==> src/rtl/maxpool_unit.sv <==
// maxpool_unit: streaming 2x2, stride-2 max-pooling stage.
//
// Consumes a raster-order feature-map stream, one pixel per valid cycle, and
// emits the pooled map in raster order. A half-row line buffer holds the
// horizontal maxima of each even row until the matching odd row arrives, so
// no full-frame storage is needed. Odd INPUT_SIZE uses floor semantics: the
// trailing column and row are consumed but never produce output.
//
// Parameters:
//   N           pixel data width
//   INPUT_SIZE  input map width = height (>= 2); output size is INPUT_SIZE/2
//
// Ports:
//   clk       clock
//   rst_n     asynchronous active-low reset
//   ce        clock enable; low freezes all state and ignores din_vld
//   clr       synchronous frame abort; zeroes counters and outputs
//   din_vld   input pixel valid
//   din       input pixel
//   dout      pooled pixel (holds until the next output)
//   dout_vld  one-cycle pulse per pooled pixel
//   dout_end  one-cycle pulse with the last pooled pixel of a frame
//
// Build option:
//   MAXPOOL_SIGNED_EN  when defined, pixels compare as N-bit two's complement;
//                      otherwise comparison is unsigned.

module maxpool_unit #(
    parameter int unsigned N          = 8,
    parameter int unsigned INPUT_SIZE = 4
) (
    input  logic         clk,
    input  logic         rst_n,
    input  logic         ce,
    input  logic         clr,
    input  logic         din_vld,
    input  logic [N-1:0] din,
    output logic [N-1:0] dout,
    output logic         dout_vld,
    output logic         dout_end
);

    localparam int unsigned OUT_SIZE = INPUT_SIZE / 2;
    localparam int unsigned CW       = (INPUT_SIZE > 2) ? $clog2(INPUT_SIZE) : 1;
    localparam int unsigned IW       = (OUT_SIZE > 1) ? $clog2(OUT_SIZE) : 1;

    localparam logic [CW-1:0] LAST_IDX = CW'(INPUT_SIZE - 1);
    localparam logic [CW-1:0] LAST_POOL = CW'(2 * OUT_SIZE - 1);

    logic [CW-1:0] row;
    logic [CW-1:0] col;
    logic [N-1:0]  hreg;
    logic [N-1:0]  lbuf [OUT_SIZE];

    logic          accept;
    logic          col_odd;
    logic          row_odd;
    logic          last_col;
    logic          last_row;
    logic          is_end;
    logic [IW-1:0] lb_idx;
    logic [N-1:0]  hmax;
    logic [N-1:0]  pool;

    function automatic logic [N-1:0] pick_max(input logic [N-1:0] a, input logic [N-1:0] b);
`ifdef MAXPOOL_SIGNED_EN
        return ($signed(a) > $signed(b)) ? a : b;
`else
        return (a > b) ? a : b;
`endif
    endfunction

    always_comb begin
        accept   = ce && din_vld && !clr;
        col_odd  = col[0];
        row_odd  = row[0];
        last_col = (col == LAST_IDX);
        last_row = (row == LAST_IDX);
        // Odd col never exceeds 2*OUT_SIZE-1, so col>>1 always fits the buffer.
        lb_idx   = IW'(col >> 1);
        hmax     = pick_max(hreg, din);
        pool     = pick_max(lbuf[lb_idx], hmax);
        is_end   = (row == LAST_POOL) && (col == LAST_POOL);
    end

    // Control and output registers.
    always_ff @(posedge clk or negedge rst_n) begin
        if (!rst_n) begin
            row      <= '0;
            col      <= '0;
            dout     <= '0;
            dout_vld <= 1'b0;
            dout_end <= 1'b0;
        end else if (ce) begin
            if (clr) begin
                row      <= '0;
                col      <= '0;
                dout     <= '0;
                dout_vld <= 1'b0;
                dout_end <= 1'b0;
            end else begin
                dout_vld <= 1'b0;
                dout_end <= 1'b0;
                if (din_vld) begin
                    // Bottom-right pixel of a window: odd row, odd col.
                    if (col_odd && row_odd) begin
                        dout     <= pool;
                        dout_vld <= 1'b1;
                        dout_end <= is_end;
                    end
                    if (last_col) begin
                        col <= '0;
                        row <= last_row ? '0 : row + 1'b1;
                    end else begin
                        col <= col + 1'b1;
                    end
                end
            end
        end
    end

    // Datapath storage; contents after reset are irrelevant because every
    // frame writes before it reads.
    always_ff @(posedge clk) begin
        if (accept) begin
            if (!col_odd) begin
                hreg <= din;
            end else if (!row_odd) begin
                lbuf[lb_idx] <= hmax;
            end
        end
    end

endmodule

==> config.mk <==
export PLATFORM = sky130hd
export DESIGN_NAME = maxpool_unit
export DESIGN_NICKNAME = d
export VERILOG_FILES = /design/src/rtl/maxpool_unit.sv
export SDC_FILE = /design/constraint.sdc
export NUM_CORES = 1
export LEC_CHECK = 0
export CAP_MARGIN = 40
export CORE_ASPECT_RATIO = 0.7
export CORE_MARGIN = 2
export CORE_UTILIZATION = 51
export DETAILED_ROUTE_END_ITERATION = 8
export PLACE_DENSITY_LB_ADDON = 0.1
export SYNTH_ARGS = -nofsm -noshare
export SYNTH_HDL_FRONTEND = slang
export SYNTH_SLANG_ARGS = --single-unit
==> constraint.sdc <==
create_clock -name clk -period 3 [get_ports clk]
set_input_delay 0.45 -clock clk [delete_from_list [all_inputs] [get_ports clk]]
set_output_delay 0.45 -clock clk [all_outputs]
set_load 0.005 [all_outputs]
==> out/qor.csv <==
stage,metric,value,unit
timing,hold_ws,487,ps
worst_setup_path,worstPathMaxFanout,7,
routing,via_count,2116,
clocking,cts_buffers,5,
synth,avgSynthCellArea,10.7,sq um
die,dieWidth,85.1,um
pwr,switching_power,0.000557,W
clocking,cts_buffer_depth,2,
die,rows,20,
synth,synth_simple_gate_area_share,15.6,%
timing,period_needed,3460,ps
layout,n_fill_cell,250,
worst_setup_path,crit_type,reg2reg,
routing,wl_per_cell,19.0,um
routing,route.detailed.drc,0,
pwr,p_per_area,450,mW/mm^2
routing,drtPass1Iterations,5,
layout,drive_gt1_share,49.0,%
timing,hold_viol_final,0,
hold_path,worstHoldPathType,reg2reg,
pwr,power.leakage,1.42,nW
die,die_area,0.00517,sq mm
timing,slew_violations,0,
routing,first_iter_violations,125,
placed_design,dp_hpwl,4.78,mm
synth,yosys_warnings,0,
routing,postRouteAntennaNets,0,
worst_setup_path,rr_worst_depth,15,
synth,ys_ff_latch,38,
layout,syn2layout_area_growth,52.3,%
clocking,cts-root-buf,clkbuf_8,
timing,worstMarginPinSlew,635,ps
outcome,outcome,"complete, but fails checks",
worst_setup_path,ff2ff_setup_slack,-460,ps
layout,final_nets,331,
global_routing,grt_pass1_vias,2217,
layout,multi_input_area,0.00158,sq mm
synth,synth_cell_types,49,
pwr,seqPwrFrac,37.8,%
routing,wl,6.79,mm
clocking,clk_pin_slew,80,ps
pwr,intPower,0.00105,W
global_routing,grt-ovfl-total,0,
synth,syn_nets,250,
die,ios,23,
pwr,p_clk_share,21.6,%
synth,ys_seq_area_share,45.7,%
synth,synth_area,0.00235,sq mm
worst_setup_path,worst_ep_required_time,3180,ps
global_routing,grtUsageTotal,27.6,%
flow_run,drv_cap,0,
layout,register_area,0.00107,sq mm
hold_path,hold_path_depth,2,
worst_setup_path,arrival,3640,ps
pwr,switching_share,34.6,%
timing,slew_headroom,57.6,%
clocking,cts-htree-levels,2,
layout,antenna_cells,0,
die,start_util,53.6,%
clocking,cts_tree,built,
die,core_area,0.00438,sq mm
worst_setup_path,critPathCaptureType,flop,
synth,syn-instance-count,220,
timing,setup_violations,8,
timing,grt_setup_unrepaired,yes,
synth,synth-adder-area-share,9.07,%
clocking,ctsHoldBuffers,0,
worst_setup_path,worstSetupStartpointType,flop,
global_routing,grt_max_degree,15,
timing,timing.fmax,289,MHz
synth,synth_xor_area_share,0,%
pwr,ir_drop,0.314,mV
placed_design,port-buffer-count,22,
pwr,combPwrFrac,40.6,%
synth,synth_top_family_by_area,compound AO/OA/AOI/OAI gates,
clocking,cts_num_sinks,38,
layout,postLayoutCoreUtil,81.6,%
clocking,clk_latency,290,ps
timing,finalClockSkew,6.63,ps
placed_design,dp_slack,-1080,ps
timing,fin_ws,-464,ps
global_routing,antenna_found_initial,0,
global_routing,grt_pass1_wl,10.6,mm
synth,synth_compound_area_share,19.8,%
synth,synth_mux_area_share,4.37,%
outcome,violations,setup timing,
die,die_h,60.7,um
timing,fin_crit_sh,115,%
routing,vias_per_cell,5.93,
placed_design,place_congestion,1.01,
-- path summary, 6_finish.rpt --
path                       startpoint       to
hold reg to reg               dout[3]  dout[3]
max in group asynchronous       rst_n  dout[6]
setup / recovery              hreg[2]  dout[1]
hold / removal                dout[3]  dout[3]
min in group asynchronous       rst_n   row[1]
setup reg to reg              hreg[2]  dout[1]
-- power by group through the flow --
| stage | Sequential [W] | Clock (W) | Combinational, W |
|---|---|---|---|
| after global routing | 0.000611 | 0.000375 | 0.000695 |
| after global placement | 0.000616 | 0 | 0.000466 |
| final | 0.000608 | 0.000348 | 0.000653 |
| after detailed placement | 0.000619 | 0 | 0.000488 |
| after CTS | 0.000607 | 0.000350 | 0.000583 |
| after floorplan | 0.000611 | 0 | 0.000324 |
-- cells in the mapped netlist, drive strengths merged --
cell,instances,area share [%]
nor3,6,1.3
nor2,6,0.96
nand3,15,3.4
a22oi,3,0.96
inv,23,3.7
a21o,2,0.96
o31ai,7,2.2
mux2i,2,0.85
and4,1,0.37
or2,2,0.53
o32ai,7,2.6
o21ai,6,1.4
clkbuf,3,0.48
o21a,1,0.32
a211oi,9,3.9
or3,1,0.27
edfxtp,24,31
and3,4,1.1
o22ai,5,1.3
ha,17,9.1
nand4,3,1.1
nor2b,2,0.64
nand4b,1,0.37
a21oi,6,1.4
buf,4,1.3
a211o,1,0.37
or3b,1,0.37
o21bai,1,0.48
nand2,22,4.2
and2,4,1.1
o211ai,9,3.3
a2bb2oi,1,0.37
dfrtp,14,15
mux2,7,3.5
-- what timing repair did --
item / in CTS / in global routing
resized for setup: 41 / 11
pin swaps: 30 / 17
cloned: 1 / 0
buffers inserted: 8 / 6
endpoints found under the setup margin: 8 / 8
-- sequential cells by signal, indices dropped and copies added, names as in the netlist --
register,count
col,2
dout,8
dout_end,1
dout_vld,1
hreg,8
lbuf,16
row,2
-- metal layers --
layer  up-vias  part of all wire (%)  wire length, um  track usage (%)
met5         -                     0                0                0
met4         0                   1.4               97             9.75
met3        11                   4.3              291             4.90
met2        60                    49             3300             46.4
met1      1047                    46             3100             36.9
li1        998                     -                -                -
-- cell usage in the layout (no fill, tap or decap), types with 3 or more instances in the layout --
cell / instances
and3_1: 3
nand3_4: 5
ha_1: 6
clkbuf_8: 5
a211oi_4: 3
mux2_2: 6
dfrtp_1: 14
o32ai_2: 5
nand3_1: 10
o31ai_1: 5
inv_4: 3
inv_2: 9
o22ai_1: 5
nand2_1: 17
nor2_1: 3
and2_4: 3
nor3_1: 6
a21oi_1: 3
nand2_2: 4
a211oi_2: 6
buf_6: 4
dlygate4sd2_1: 8
o21ai_1: 3
inv_1: 11
o211ai_1: 7
clkdlybuf4s50_1: 14
ha_4: 10
edfxtp_1: 24
buf_4: 53
-- layout make-up --
| cell class | instances | share of cell area (%) |
|---|---|---|
| clock inverter | 3 | 0.455 |
| sequential | 38 | 30.0 |
| timing repair buffer | 80 | 18.8 |
| clock buffer | 5 | 1.93 |
| multi-input combinational | 153 | 44.2 |
| tap | 55 | 1.93 |
| inverter | 23 | 2.63 |
-- cells by family (layout without fill, tap and decap cells) --
kind of cell | count (synthesis) | count (layout)
and+or+nand+nor | 68 | 69
muxes | 9 | 9
AOI/OAI and AO/OA | 58 | 58
DFF | 38 | 38
buffers and inverters | 30 | 111
adders and majority gates | 17 | 17
-- worst max-delay path: stages, from the launching register on --
cell and delay, ps:
edfxtp_1 440, ha_4 310, nand4_1 150, or2_4 330, nand2_8 110, nand3_1 120
and2_4 180, ha_1 320, and3_1 230, a2bb2oi_2 230, nor2_4 70, a211oi_4 250
a211oi_4 80, buf_12 160, a211oi_2 300, o31ai_2 80
-- per-stage QoR --
| stage | setup TNS (ps) | instances | instance area [sq um] | power (W) |
|---|---|---|---|---|
| floorplan | -1660 | 220 | 2560 | 0.000935 |
| global placement | -7140 | 334 | 3130 | 0.00108 |
| detailed placement | -8210 | 334 | 3130 | 0.00111 |
| CTS | -2130 | 351 | 3460 | 0.00154 |
| global route | -4000 | 357 | 3570 | 0.00168 |
| finish | -2990 | 357 | 3570 | 0.00161 |
Note: power is estimated with default switching activity, not from simulation.
